`src/rtl/cond_unit_if.sv`:
```
// Decoder/ALU <-> conditional-execution unit bus: instruction controls in, gated strobes and flags out.
interface cond_unit_if;
    logic       en;
    logic [3:0] Cond;
    logic [1:0] FlagW;
    logic [3:0] ALUFlags;
    logic       PCS;
    logic       RegW;
    logic       MemW;
    logic       NoWrite;
    logic       CondEx;
    logic       PCSrc;
    logic       RegWrite;
    logic       MemWrite;
    logic [3:0] Flags;

    modport master (
        output en, Cond, FlagW, ALUFlags, PCS, RegW, MemW, NoWrite,
        input  CondEx, PCSrc, RegWrite, MemWrite, Flags
    );

    modport slave (
        input  en, Cond, FlagW, ALUFlags, PCS, RegW, MemW, NoWrite,
        output CondEx, PCSrc, RegWrite, MemWrite, Flags
    );
endinterface

```
`src/rtl/cond_unit.sv`:
```
// Conditional-execution unit: holds NZCV, evaluates the condition field against the
// registered flags and gates the PC/register/memory write strobes.
module cond_unit #(
    parameter logic [3:0] RESET_FLAGS = 4'b0000
) (
    input  logic         clk,
    input  logic         reset,
    cond_unit_if.slave   bus
);
    localparam int unsigned FLAG_W = 4;

    logic [FLAG_W-1:0] flags_q;
    logic              n, z, c, v;
    logic              cond_pass;
    logic              cond_ex;

    assign {n, z, c, v} = flags_q;

    // Condition decode uses only the registered flags; ALUFlags never bypass into it.
    always_comb begin
        cond_pass = 1'b0;
        unique case (bus.Cond)
            4'b0000: cond_pass = z;
            4'b0001: cond_pass = ~z;
            4'b0010: cond_pass = c;
            4'b0011: cond_pass = ~c;
            4'b0100: cond_pass = n;
            4'b0101: cond_pass = ~n;
            4'b0110: cond_pass = v;
            4'b0111: cond_pass = ~v;
            4'b1000: cond_pass = c & ~z;
            4'b1001: cond_pass = ~c | z;
            4'b1010: cond_pass = (n == v);
            4'b1011: cond_pass = (n != v);
            4'b1100: cond_pass = ~z & (n == v);
            4'b1101: cond_pass = z | (n != v);
            4'b1110: cond_pass = 1'b1;
            default: cond_pass = 1'b0;
        endcase
    end

    assign cond_ex      = bus.en & cond_pass & ~reset;
    assign bus.CondEx   = cond_ex;
    assign bus.PCSrc    = bus.PCS & cond_ex;
    assign bus.MemWrite = bus.MemW & cond_ex;
    assign bus.RegWrite = bus.RegW & ~bus.NoWrite & cond_ex;
    assign bus.Flags    = flags_q;

    // FlagW[1] selects N/Z, FlagW[0] selects C/V; unselected halves hold.
    always_ff @(posedge clk) begin
        if (reset) begin
            flags_q <= RESET_FLAGS;
        end else if (cond_ex) begin
            if (bus.FlagW[1]) flags_q[3:2] <= bus.ALUFlags[3:2];
            if (bus.FlagW[0]) flags_q[1:0] <= bus.ALUFlags[1:0];
        end
    end
endmodule

```
`src/flat_wrapper.sv`:
```
// flat-port wrapper written by rule: the top's interface ports become plain ports
module cond_unit_flat 
#(
    parameter logic [3:0] RESET_FLAGS = 4'b0000
)
  (clk, reset, bus_en, bus_Cond, bus_FlagW, bus_ALUFlags, bus_PCS, bus_RegW, bus_MemW, bus_NoWrite, bus_CondEx, bus_PCSrc, bus_RegWrite, bus_MemWrite, bus_Flags);
  cond_unit_if bus_i ();
  input  logic clk;
  input  logic reset;
  input wire logic [$bits(bus_i.en)-1:0] bus_en;
  input wire logic [$bits(bus_i.Cond)-1:0] bus_Cond;
  input wire logic [$bits(bus_i.FlagW)-1:0] bus_FlagW;
  input wire logic [$bits(bus_i.ALUFlags)-1:0] bus_ALUFlags;
  input wire logic [$bits(bus_i.PCS)-1:0] bus_PCS;
  input wire logic [$bits(bus_i.RegW)-1:0] bus_RegW;
  input wire logic [$bits(bus_i.MemW)-1:0] bus_MemW;
  input wire logic [$bits(bus_i.NoWrite)-1:0] bus_NoWrite;
  output wire logic [$bits(bus_i.CondEx)-1:0] bus_CondEx;
  output wire logic [$bits(bus_i.PCSrc)-1:0] bus_PCSrc;
  output wire logic [$bits(bus_i.RegWrite)-1:0] bus_RegWrite;
  output wire logic [$bits(bus_i.MemWrite)-1:0] bus_MemWrite;
  output wire logic [$bits(bus_i.Flags)-1:0] bus_Flags;
  assign bus_i.en = bus_en;
  assign bus_i.Cond = bus_Cond;
  assign bus_i.FlagW = bus_FlagW;
  assign bus_i.ALUFlags = bus_ALUFlags;
  assign bus_i.PCS = bus_PCS;
  assign bus_i.RegW = bus_RegW;
  assign bus_i.MemW = bus_MemW;
  assign bus_i.NoWrite = bus_NoWrite;
  assign bus_CondEx = bus_i.CondEx;
  assign bus_PCSrc = bus_i.PCSrc;
  assign bus_RegWrite = bus_i.RegWrite;
  assign bus_MemWrite = bus_i.MemWrite;
  assign bus_Flags = bus_i.Flags;
  cond_unit #(.RESET_FLAGS(RESET_FLAGS)) u_core (.clk(clk), .reset(reset), .bus(bus_i));
endmodule
```
`config.mk`:
```
export PLATFORM = sky130hd
export DESIGN_NAME = cond_unit_flat
export DESIGN_NICKNAME = d
export VERILOG_FILES = /design/src/rtl/cond_unit_if.sv /design/src/rtl/cond_unit.sv /design/src/flat_wrapper.sv
export SDC_FILE = /design/constraint.sdc
export NUM_CORES = 1
export LEC_CHECK = 0
export CAP_MARGIN = 20
export CORE_AREA = 2 2 39 41
export DETAILED_ROUTE_END_ITERATION = 6
export DIE_AREA = 0 0 41 43
export GPL_TIMING_DRIVEN = 0
export PLACE_DENSITY = 0.7
export SLEW_MARGIN = 20
export SYNTH_ARGS = -nofsm -noshare
export SYNTH_HDL_FRONTEND = slang
export SYNTH_SLANG_ARGS = --single-unit
```
`constraint.sdc`:
```
create_clock -name clk -period 2.4 [get_ports clk]
set_clock_uncertainty 0.05 [all_clocks]
set_input_delay 0.48 -clock clk [delete_from_list [all_inputs] [get_ports clk]]
set_output_delay 0.48 -clock clk [all_outputs]
set_load 0.01 [all_outputs]
```
### After elaboration in Yosys (flattened, before gate mapping)

Index checks and enable logic that the tools add are counted.

| cells by class | value |
|---|---|
| div/mod/pow operators | 0 |
| reduce and logical (&&, ||, !) cells | 3 |
| shift operators | 0 |
| multiply operators | 0 |
| magnitude comparators | 0 |
| add/sub/neg operators | 0 |
| bitwise logic cells | 16 |
| equality and inequality tests | 16 |
| multiplexer cells | 1 |

Operator list:

| operator | number |
|---|---|
| $eq A4 B4 Y1 const B | 7 |
| $eq A4 B3 Y1 const B | 4 |
| $pmux W1 S15 | 1 |
| $and A1 B1 Y1 | 8 |
| $eq A4 B2 Y1 const B | 2 |
| $not A1 Y1 | 6 |
| $eq A4 B1 Y1 const B | 1 |
| $logic_not A4 Y1 | 1 |
| $reduce_and A2 Y1 | 2 |
| $or A1 B1 Y1 | 2 |
| $eq A1 B1 Y1 | 1 |
| $ne A1 B1 Y1 | 1 |

| storage, ports and cells | value |
|---|---|
| memories | 0 |
| latch bits | 0 |
| register bits after elaboration | 4 |
| memory bits (read-only) | 0 |
| bits in writable memories | 0 |

### Depth between registers and ports, before layout

Gate-level depths: netlist of run 1.

| depth | value |
|---|---|
| word-level depth | 6 |
| gate-level depth with buffers | 6 |

### Worst setup path after synthesis of run 1

OpenSTA, ideal clock, no wires.

| timing | value |
|---|---|
| path kind | input port to output port |
| from | input port bus_Cond[2] |
| to | output port bus_RegWrite |
| arrival | 1733 ps |
| setup slack | 137 ps |
| path buffers | 0 |
| required time | 1870 ps |
| stages on the path | 5 |
| path through | or4bb_1 -> a31oi_1 -> a21oi_1 -> a31oi_2 -> and3b_1 |

| between the ends | value |
|---|---|
| word-level cells in the longest chain between the ends | 5 |
| elaborated cells on any way between the ends | 19 |
| those cells by class | eq/ne (14); mux (1); bitwise (3); reduce/logical (1) |

Ends and longest elaborated chain:

| what | line | source |
|---|---|---|
| start: declaration | flat_wrapper.sv:11 | `input wire logic [$bits(bus_i.Cond)-1:0] bus_Cond;` |
| $eq A4 B4 Y1 (tied with other cells) | cond_unit.sv:22 | `unique case (bus.Cond)` |
| $pmux W1 S15 (*) | cond_unit.sv:22 |  |
| $and A1 B1 Y1 (*) (2 in series) | cond_unit.sv:42 | `assign cond_ex = bus.en & cond_pass & ~reset;` |
| via bus_CondEx | flat_wrapper.sv:18 | `output wire logic [$bits(bus_i.CondEx)-1:0] bus_CondEx;` |
| $and A1 B1 Y1 (*) | cond_unit.sv:46 | `assign bus.RegWrite = bus.RegW & ~bus.NoWrite & cond_ex;` |
| end: declaration | flat_wrapper.sv:20 | `output wire logic [$bits(bus_i.RegWrite)-1:0] bus_RegWrite;` |

Mark *: on every way through the listed nets, which the timed path passes. The rest lies on a longest branch.

### Worst setup path after layout of run 1

| timing | value |
|---|---|
| from | input port bus_Cond[1] |
| to | output port bus_RegWrite |

| between the ends | value |
|---|---|
| word-level cells in the longest chain between the ends | 5 |
| elaborated cells on any way between the ends | 19 |
| those cells by class | eq/ne (14); mux (1); bitwise (3); reduce/logical (1) |

Ends and longest elaborated chain:

| what | line |
|---|---|
| $eq A4 B4 Y1 (tied with other cells) | cond_unit.sv:22 |
| $pmux W1 S15 (*) | cond_unit.sv:22 |
| $and A1 B1 Y1 (*) (2 in series) | cond_unit.sv:42 |
| $and A1 B1 Y1 (*) | cond_unit.sv:46 |

Every way passes the cells marked *; elsewhere a longest branch is shown, timed or not.

==> key figures, run 1 <==
Run status
  • Status: finished, final reports clean

Floorplan
  • Initial Util: 0.336
  • Die Area: 1760 um^2
  • Die Y: 43 um
  • Number of core rows: 14
  • Chip Width: 41 um
  • Core area: 1380 um^2
  • IO Count: 25

Timing
  • Hold slack: 0.477 ns
  • Fin. Hold Viols: 0
  • Slew Viols, Final: 0
  • Setup TNS: 0 ns
  • Final Setup Violations: 0
  • RSZ-0062 raised after global routing: true
  • Final period util: 0.994
  • Fmax: 0.419 GHz
  • Final period demand of the worst path: 2.39 ns
  • Worst Tran Pin Value: 0.342 ns
  • Max_slew headroom: 0.771

Placed design
  • Gpl congestion: 0.794
  • DPL Wire Length: 923 um
  • I/O Buffers: 23

Worst hold path
  • Worst min path class: flop to flop
  • Origin of the worst min-delay path: u_core.bus.Flags[3]$_SDFFE_PP0P_
  • WHS Path Cells: 2

Drt
  • Initial DRC count: 10
  • WL/cell: 13.1 um
  • DRT Pass-1 Iters: 6
  • Final WL: 1350 um
  • Routed Antenna Nets: 0
  • Via density: 5.13
  • DR DRC count: 0
  • Via Count: 528

Power
  • Sw Ratio: 0.291
  • Combinational share of power: 0.390
  • Part of the power in registers: 0.273
  • Power density over cell area: 308 nW/um^2
  • Psw: 75.5 uW
  • Internal power: 184 uW
  • P_leak: 0.000312 uW
  • Clock power frac: 0.337
  • Worst IR Drop VDD: 0.299 mV

Yosys
  • Post-synth EDFFs: 0
  • Post-Syn Nets: 74
  • Main synth FF type: dfxtp_1
  • Async set or reset register ratio after synthesis: 0
  • Cell variety after synth: 26
  • Post-synth top area share: 0.172
  • Sequential share of the synthesized area: 0.172
  • #FFs+latches synth: 4
  • Synth Instances: 57
  • Synth warn: 0
  • Syn Area/Cell: 8.17 um^2
  • Most common cell in the synthesized netlist: nand2b_1
  • Synth top area cells: dfxtp_1 17%, mux2i_1 11%, nand2b_1 11%
  • Post-synth top area cell: dfxtp_1
  • Synth top cells by count: 8 x nand2b_1, 5 x mux2i_1, 4 x dfxtp_1, 4 x nand2_1
  • Cell Area, Synth: 465 um^2

Clock network
  • H-tree depth: 1
  • Clock sinks: 4
  • Deepest clock path buffer count: 2
  • CTS Root Cell: clkbuf_4
  • CTS tree: done
  • Clk_lat worst skew: 0.24 ns
  • Clk slew on worst S/H paths: 0.03 ns
  • CTS Buf Count: 3
  • Hold buffers post-CTS: 0

Final layout
  • Area Overhead vs Synth: 80.9%
  • Fillers: 132
  • Sequential cell area: 85.1 um^2
  • Layout cell share with drive strength beyond 1: 0.287
  • Multi-input logic area: 403 um^2
  • Fin nets: 106
  • Antenna Cells: 0
  • Max reg flops: 4

Setup path
  • End point of the critical path: bus_RegWrite
  • Crit path max fanout: 4
  • FF-to-FF End: u_core.bus.Flags[2]$_SDFFE_PP0P_
  • Worst Path Required: 1.87 ns
  • Cells along the critical path: buf_8, or4bb_1, a31oi_1, a21oi_2, a31oi_4, and3b_1, buf_2
  • CP max stage delay: 0.48 ns
  • Slowest cell on crit path: or4bb_1
  • Critical path capture point type: output port
  • Crit path depth: 7
  • Crit start category: input port
  • CP Data Arrival Time: 1.86 ns
  • R2R depth: 5
  • Delay-heaviest family, CP: simple AND/OR/NAND/NOR gates
  • Setup CP Type: input port to output port
  • Critical path origin: bus_Cond[1]
  • Flop-to-flop setup slack: 0.64 ns
  • WP buf/inv: 2
  • Crit Reg-Reg Startpoint: u_core.bus.Flags[1]$_SDFFE_PP0P_

Global route
  • Wire length of the first global-routing pass: 2100 um
  • GR Overflow Total: 0
  • Antenna violations before repair: 0
  • Pin count of the biggest net entering global routing: 11
  • GRT Resource Usage Total: 0.172
  • Vias in the first global route: 470

Run
  • Max-cap violation count: 0
==> per-stage QoR <==
step           area [um^2]   util  setup slack [ns]  power (uW)  cells
2_1_floorplan          465      -             0.137         112     57
3_3_place_gp           716  0.517            -0.866         152     96
3_5_place_dp           716  0.517            -0.882         154     96
4_1_cts                811  0.586           0.00577         254    102
5_1_grt                842  0.608            -0.101         271    103
6_report               842  0.608            0.0134         259    103
==> power groups by stage <==
stage          logic, uW  clock network [uW]  registers, uW
2_1_floorplan       39.5                   0           72.5
3_3_place_gp        80.0                   0           72.4
3_5_place_dp        81.7                   0           72.5
4_1_cts             95.3                86.7           71.8
5_1_grt              110                90.1           71.2
6_report             101                87.3           70.9
==> tightest hold or removal path, delay by kind of cell (launching register included) <==
kind             cells  cell delay (ns)
DFF                  1             0.35
and+or+nand+nor      1             0.08
muxes                1             0.06
==> what timing repair did <==
| item | CTS | global route |
|---|---|---|
| buffers inserted | 3 | 1 |
| pin swaps | 9 | 2 |
| gates resized for setup | 41 | 8 |
| endpoints found under the setup margin | 4 | 4 |
| gates cloned | 0 | 0 |
==> per-layer routing <==
layer / routed length [um] / share of wire / vias up / track usage
met5: 0 / 0 / - / 0
met4: 17 / 0.013 / 0 / 0.0600
met3: 79 / 0.059 / 2 / 0.0157
met2: 680 / 0.51 / 19 / 0.278
met1: 569 / 0.42 / 237 / 0.224
li1: - / - / 270 / -
==> logic make-up (layout without fill, tap and decap cells) <==
logic type      after synthesis  after routing  share of synthesized area
compound gates               12             12                      0.204
xor+xnor                      3              3                     0.0565
buf+inv                       6             36                     0.0699
flops                         4              4                      0.172
mux                           5              5                      0.108
simple gates                 27             27                      0.390
==> worst min-delay path by stage <==
| stage | to | slack, ns |
|---|---|---|
| detailed placement | u_core.bus.Flags[0]$_SDFFE_PP0P_ | 0.49 |
| floorplan | u_core.bus.Flags[0]$_SDFFE_PP0P_ | 0.49 |
| global placement | u_core.bus.Flags[0]$_SDFFE_PP0P_ | 0.49 |
| global route | u_core.bus.Flags[0]$_SDFFE_PP0P_ | 0.51 |
| finish | u_core.bus.Flags[3]$_SDFFE_PP0P_ | 0.48 |
| CTS | u_core.bus.Flags[3]$_SDFFE_PP0P_ | 0.48 |
==> placed cells by master, fill, tap and decap left out, drive strengths merged <==
cell	count
a21oi	3
or4bb	2
buf	12
o311ai	1
nand2	4
clkbuf	4
xnor2	2
nand4bb	1
a31oi	4
nor3b	1
mux2i	5
nand4	1
dlygate4sd2	1
or3b	1
xor2	1
and3b	2
nand3b	1
or2b	1
nand3	3
a2111oi	1
dfxtp	4
and2	2
nand2b	8
o221ai	1
o21a	2
inv	3
clkdlybuf4s50	16
==> layout make-up <==
class	instances	area share
well taps	16	0.0238
multi-input cells	47	0.478
flip-flops and latches	4	0.101
clock buffers	3	0.0267
repair buffers	27	0.321
inverters	3	0.0134
plain buffers	3	0.0357
Note: power is estimated with default switching activity, not from simulation.
==> inputs of run 2 (changes only) <==
--- a/config.mk
+++ b/config.mk
@@ -15,3 +15,4 @@
 export SYNTH_ARGS = -nofsm -noshare
 export SYNTH_HDL_FRONTEND = slang
 export SYNTH_SLANG_ARGS = --single-unit
+export TNS_END_PERCENT = 5
==> constraint.sdc (replaced) <==
create_clock -name clk -period 2.9 [get_ports clk]
set_clock_uncertainty 0.05 [all_clocks]
set_input_delay 0.58 -clock clk [delete_from_list [all_inputs] [get_ports clk]]
set_output_delay 0.58 -clock clk [all_outputs]
set_load 0.01 [all_outputs]
==> key figures, run 2 (synthesis results as in run 1) <==
Run status
  • Status: finished, final reports clean

Clock network
  • H-tree depth: 1
  • Clk_lat worst skew: 0.24 ns
  • CTS Root Cell: clkbuf_4
  • Clock sinks: 4
  • CTS Buf Count: 3
  • Clk slew on worst S/H paths: 0.04 ns
  • Hold buffers post-CTS: 0
  • CTS tree: done
  • Deepest clock path buffer count: 2

Setup path
  • Crit start category: input port
  • FF-to-FF End: u_core.bus.Flags[0]$_SDFFE_PP0P_
  • R2R depth: 5
  • Crit Reg-Reg Startpoint: u_core.bus.Flags[1]$_SDFFE_PP0P_
  • CP Data Arrival Time: 2.20 ns
  • Worst Path Required: 2.27 ns
  • Critical path capture point type: output port
  • Setup CP Type: input port to output port
  • Crit path max fanout: 4
  • Flop-to-flop setup slack: 1.04 ns

Global route
  • Antenna violations before repair: 0
  • GR Overflow Total: 0
  • Vias in the first global route: 476
  • GRT Resource Usage Total: 0.171
  • Pin count of the biggest net entering global routing: 11
  • Wire length of the first global-routing pass: 2090 um

Timing
  • Fmax: 0.353 GHz
  • Slew Viols, Final: 0
  • Worst Tran Pin Value: 0.358 ns
  • Worst Setup Slack, final: 0.0677 ns
  • Max_slew headroom: 0.760
  • RSZ-0062 raised after global routing: true
  • Final period util: 0.977
  • Fin. Hold Viols: 0
  • Final period demand of the worst path: 2.83 ns
  • Final Setup Violations: 0

Final layout
  • Commonest cells after routing, fill and taps aside: 16 x clkdlybuf4s50_1, 8 x nand2b_1, 5 x mux2i_1
  • Fillers: 142
  • Most common cell after layout, fill and taps aside: clkdlybuf4s50_1
  • Fin nets: 103
  • Max reg flops: 4
  • Antenna Cells: 0
  • Area Overhead vs Synth: 67.2%
  • Layout cell share with drive strength beyond 1: 0.214

Worst hold path
  • WHS Path Cells: 2
  • Worst min path class: flop to flop
  • Origin of the worst min-delay path: u_core.bus.Flags[0]$_SDFFE_PP0P_
  • Endpoint, Worst Hold: u_core.bus.Flags[0]$_SDFFE_PP0P_

Placed design
  • DPL Wire Length: 923 um
  • Post-Place Setup Slack: -0.582 ns
  • Gpl congestion: 0.794
  • I/O Buffers: 23

Power
  • Worst IR Drop VDD: 0.243 mV
  • Overall power: 205 uW
  • P_leak: 0.000279 uW
  • Power density over cell area: 263 nW/um^2

Floorplan
  • Core area: 1380 um^2
  • IO Count: 25
  • Die Area: 1760 um^2
  • Chip Width: 41 um
  • Initial Util: 0.336
  • Number of core rows: 14
  • Die Y: 43 um

Drt
  • DRT Pass-1 Iters: 4
  • DR DRC count: 0
  • Via density: 5.13
  • WL/cell: 12.7 um
  • Final WL: 1270 um
  • Via Count: 513
  • Initial DRC count: 9
  • Routed Antenna Nets: 0

Run
  • Max-cap violation count: 0
run 2: worst max-delay path, cell delays in order:
cell and delay [ns]:
dlygate4sd2_1 0.27, or4bb_1 0.47, a31oi_1 0.20, a21oi_2 0.09, a31oi_4 0.19, and3b_1 0.18
clkdlybuf4s15_2 0.22
run 2: worst max-delay path by stage:
stage                start      endpoint  cells after the start
2_1_floorplan  bus_Cond[2]  bus_RegWrite                      5
3_3_place_gp   bus_Cond[1]  bus_RegWrite                      7
3_5_place_dp   bus_Cond[1]  bus_RegWrite                      7
4_1_cts        bus_Cond[1]  bus_RegWrite                      7
5_1_grt        bus_Cond[3]  bus_RegWrite                      7
6_report       bus_Cond[3]  bus_RegWrite                      7
run 2: report_power, final:
| part | internal [uW] | total, uW | switching (uW) |
|---|---|---|---|
| logic | 41.2 | 73.7 | 32.5 |
| clock network | 46.5 | 71.9 | 25.4 |
| registers | 56.7 | 59.3 | 2.54 |
| total | 144 | 205 | 60.4 |
run 2: metal layers:
metal | part of all wire | GRT usage | vias up
met5 | 0 | 0 | -
met4 | 0.013 | 0.0733 | 0
met3 | 0.077 | 0.0157 | 2
met2 | 0.49 | 0.269 | 21
met1 | 0.42 | 0.224 | 224
li1 | - | - | 266
run 2: repair_timing:
| item | in CTS | in global routing |
|---|---|---|
| setup buffers | 1 | 0 |
| gates resized for setup | 20 | 7 |
| endpoints found under the setup margin | 4 | 4 |
| pin swaps | 4 | 1 |
run 2: final cells by class:
| cell class | instances | area (um^2) | area share |
|---|---|---|---|
| Buffer | 3 | 27.5 | 0.0354 |
| Timing Repair Buffer | 24 | 216 | 0.278 |
| Multi-Input combinational cell | 47 | 400 | 0.514 |
| Tap cell | 16 | 20.0 | 0.0257 |
| Clock buffer | 3 | 22.5 | 0.0289 |
| Inverter | 3 | 11.3 | 0.0145 |
| Sequential cell | 4 | 80.1 | 0.103 |
run 2: stage by stage:
step,setup TNS [ns],area (um^2),util,instances,hold slack [ns]
3_5_place_dp,-2.13,716,0.517,96,0.491
5_1_grt,-0.0669,778,0.562,100,0.521
2_1_floorplan,0,465,-,57,0.488
6_report,0,778,0.562,100,0.494
4_1_cts,0,791,0.571,100,0.497
3_3_place_gp,-2.06,716,0.517,96,0.492
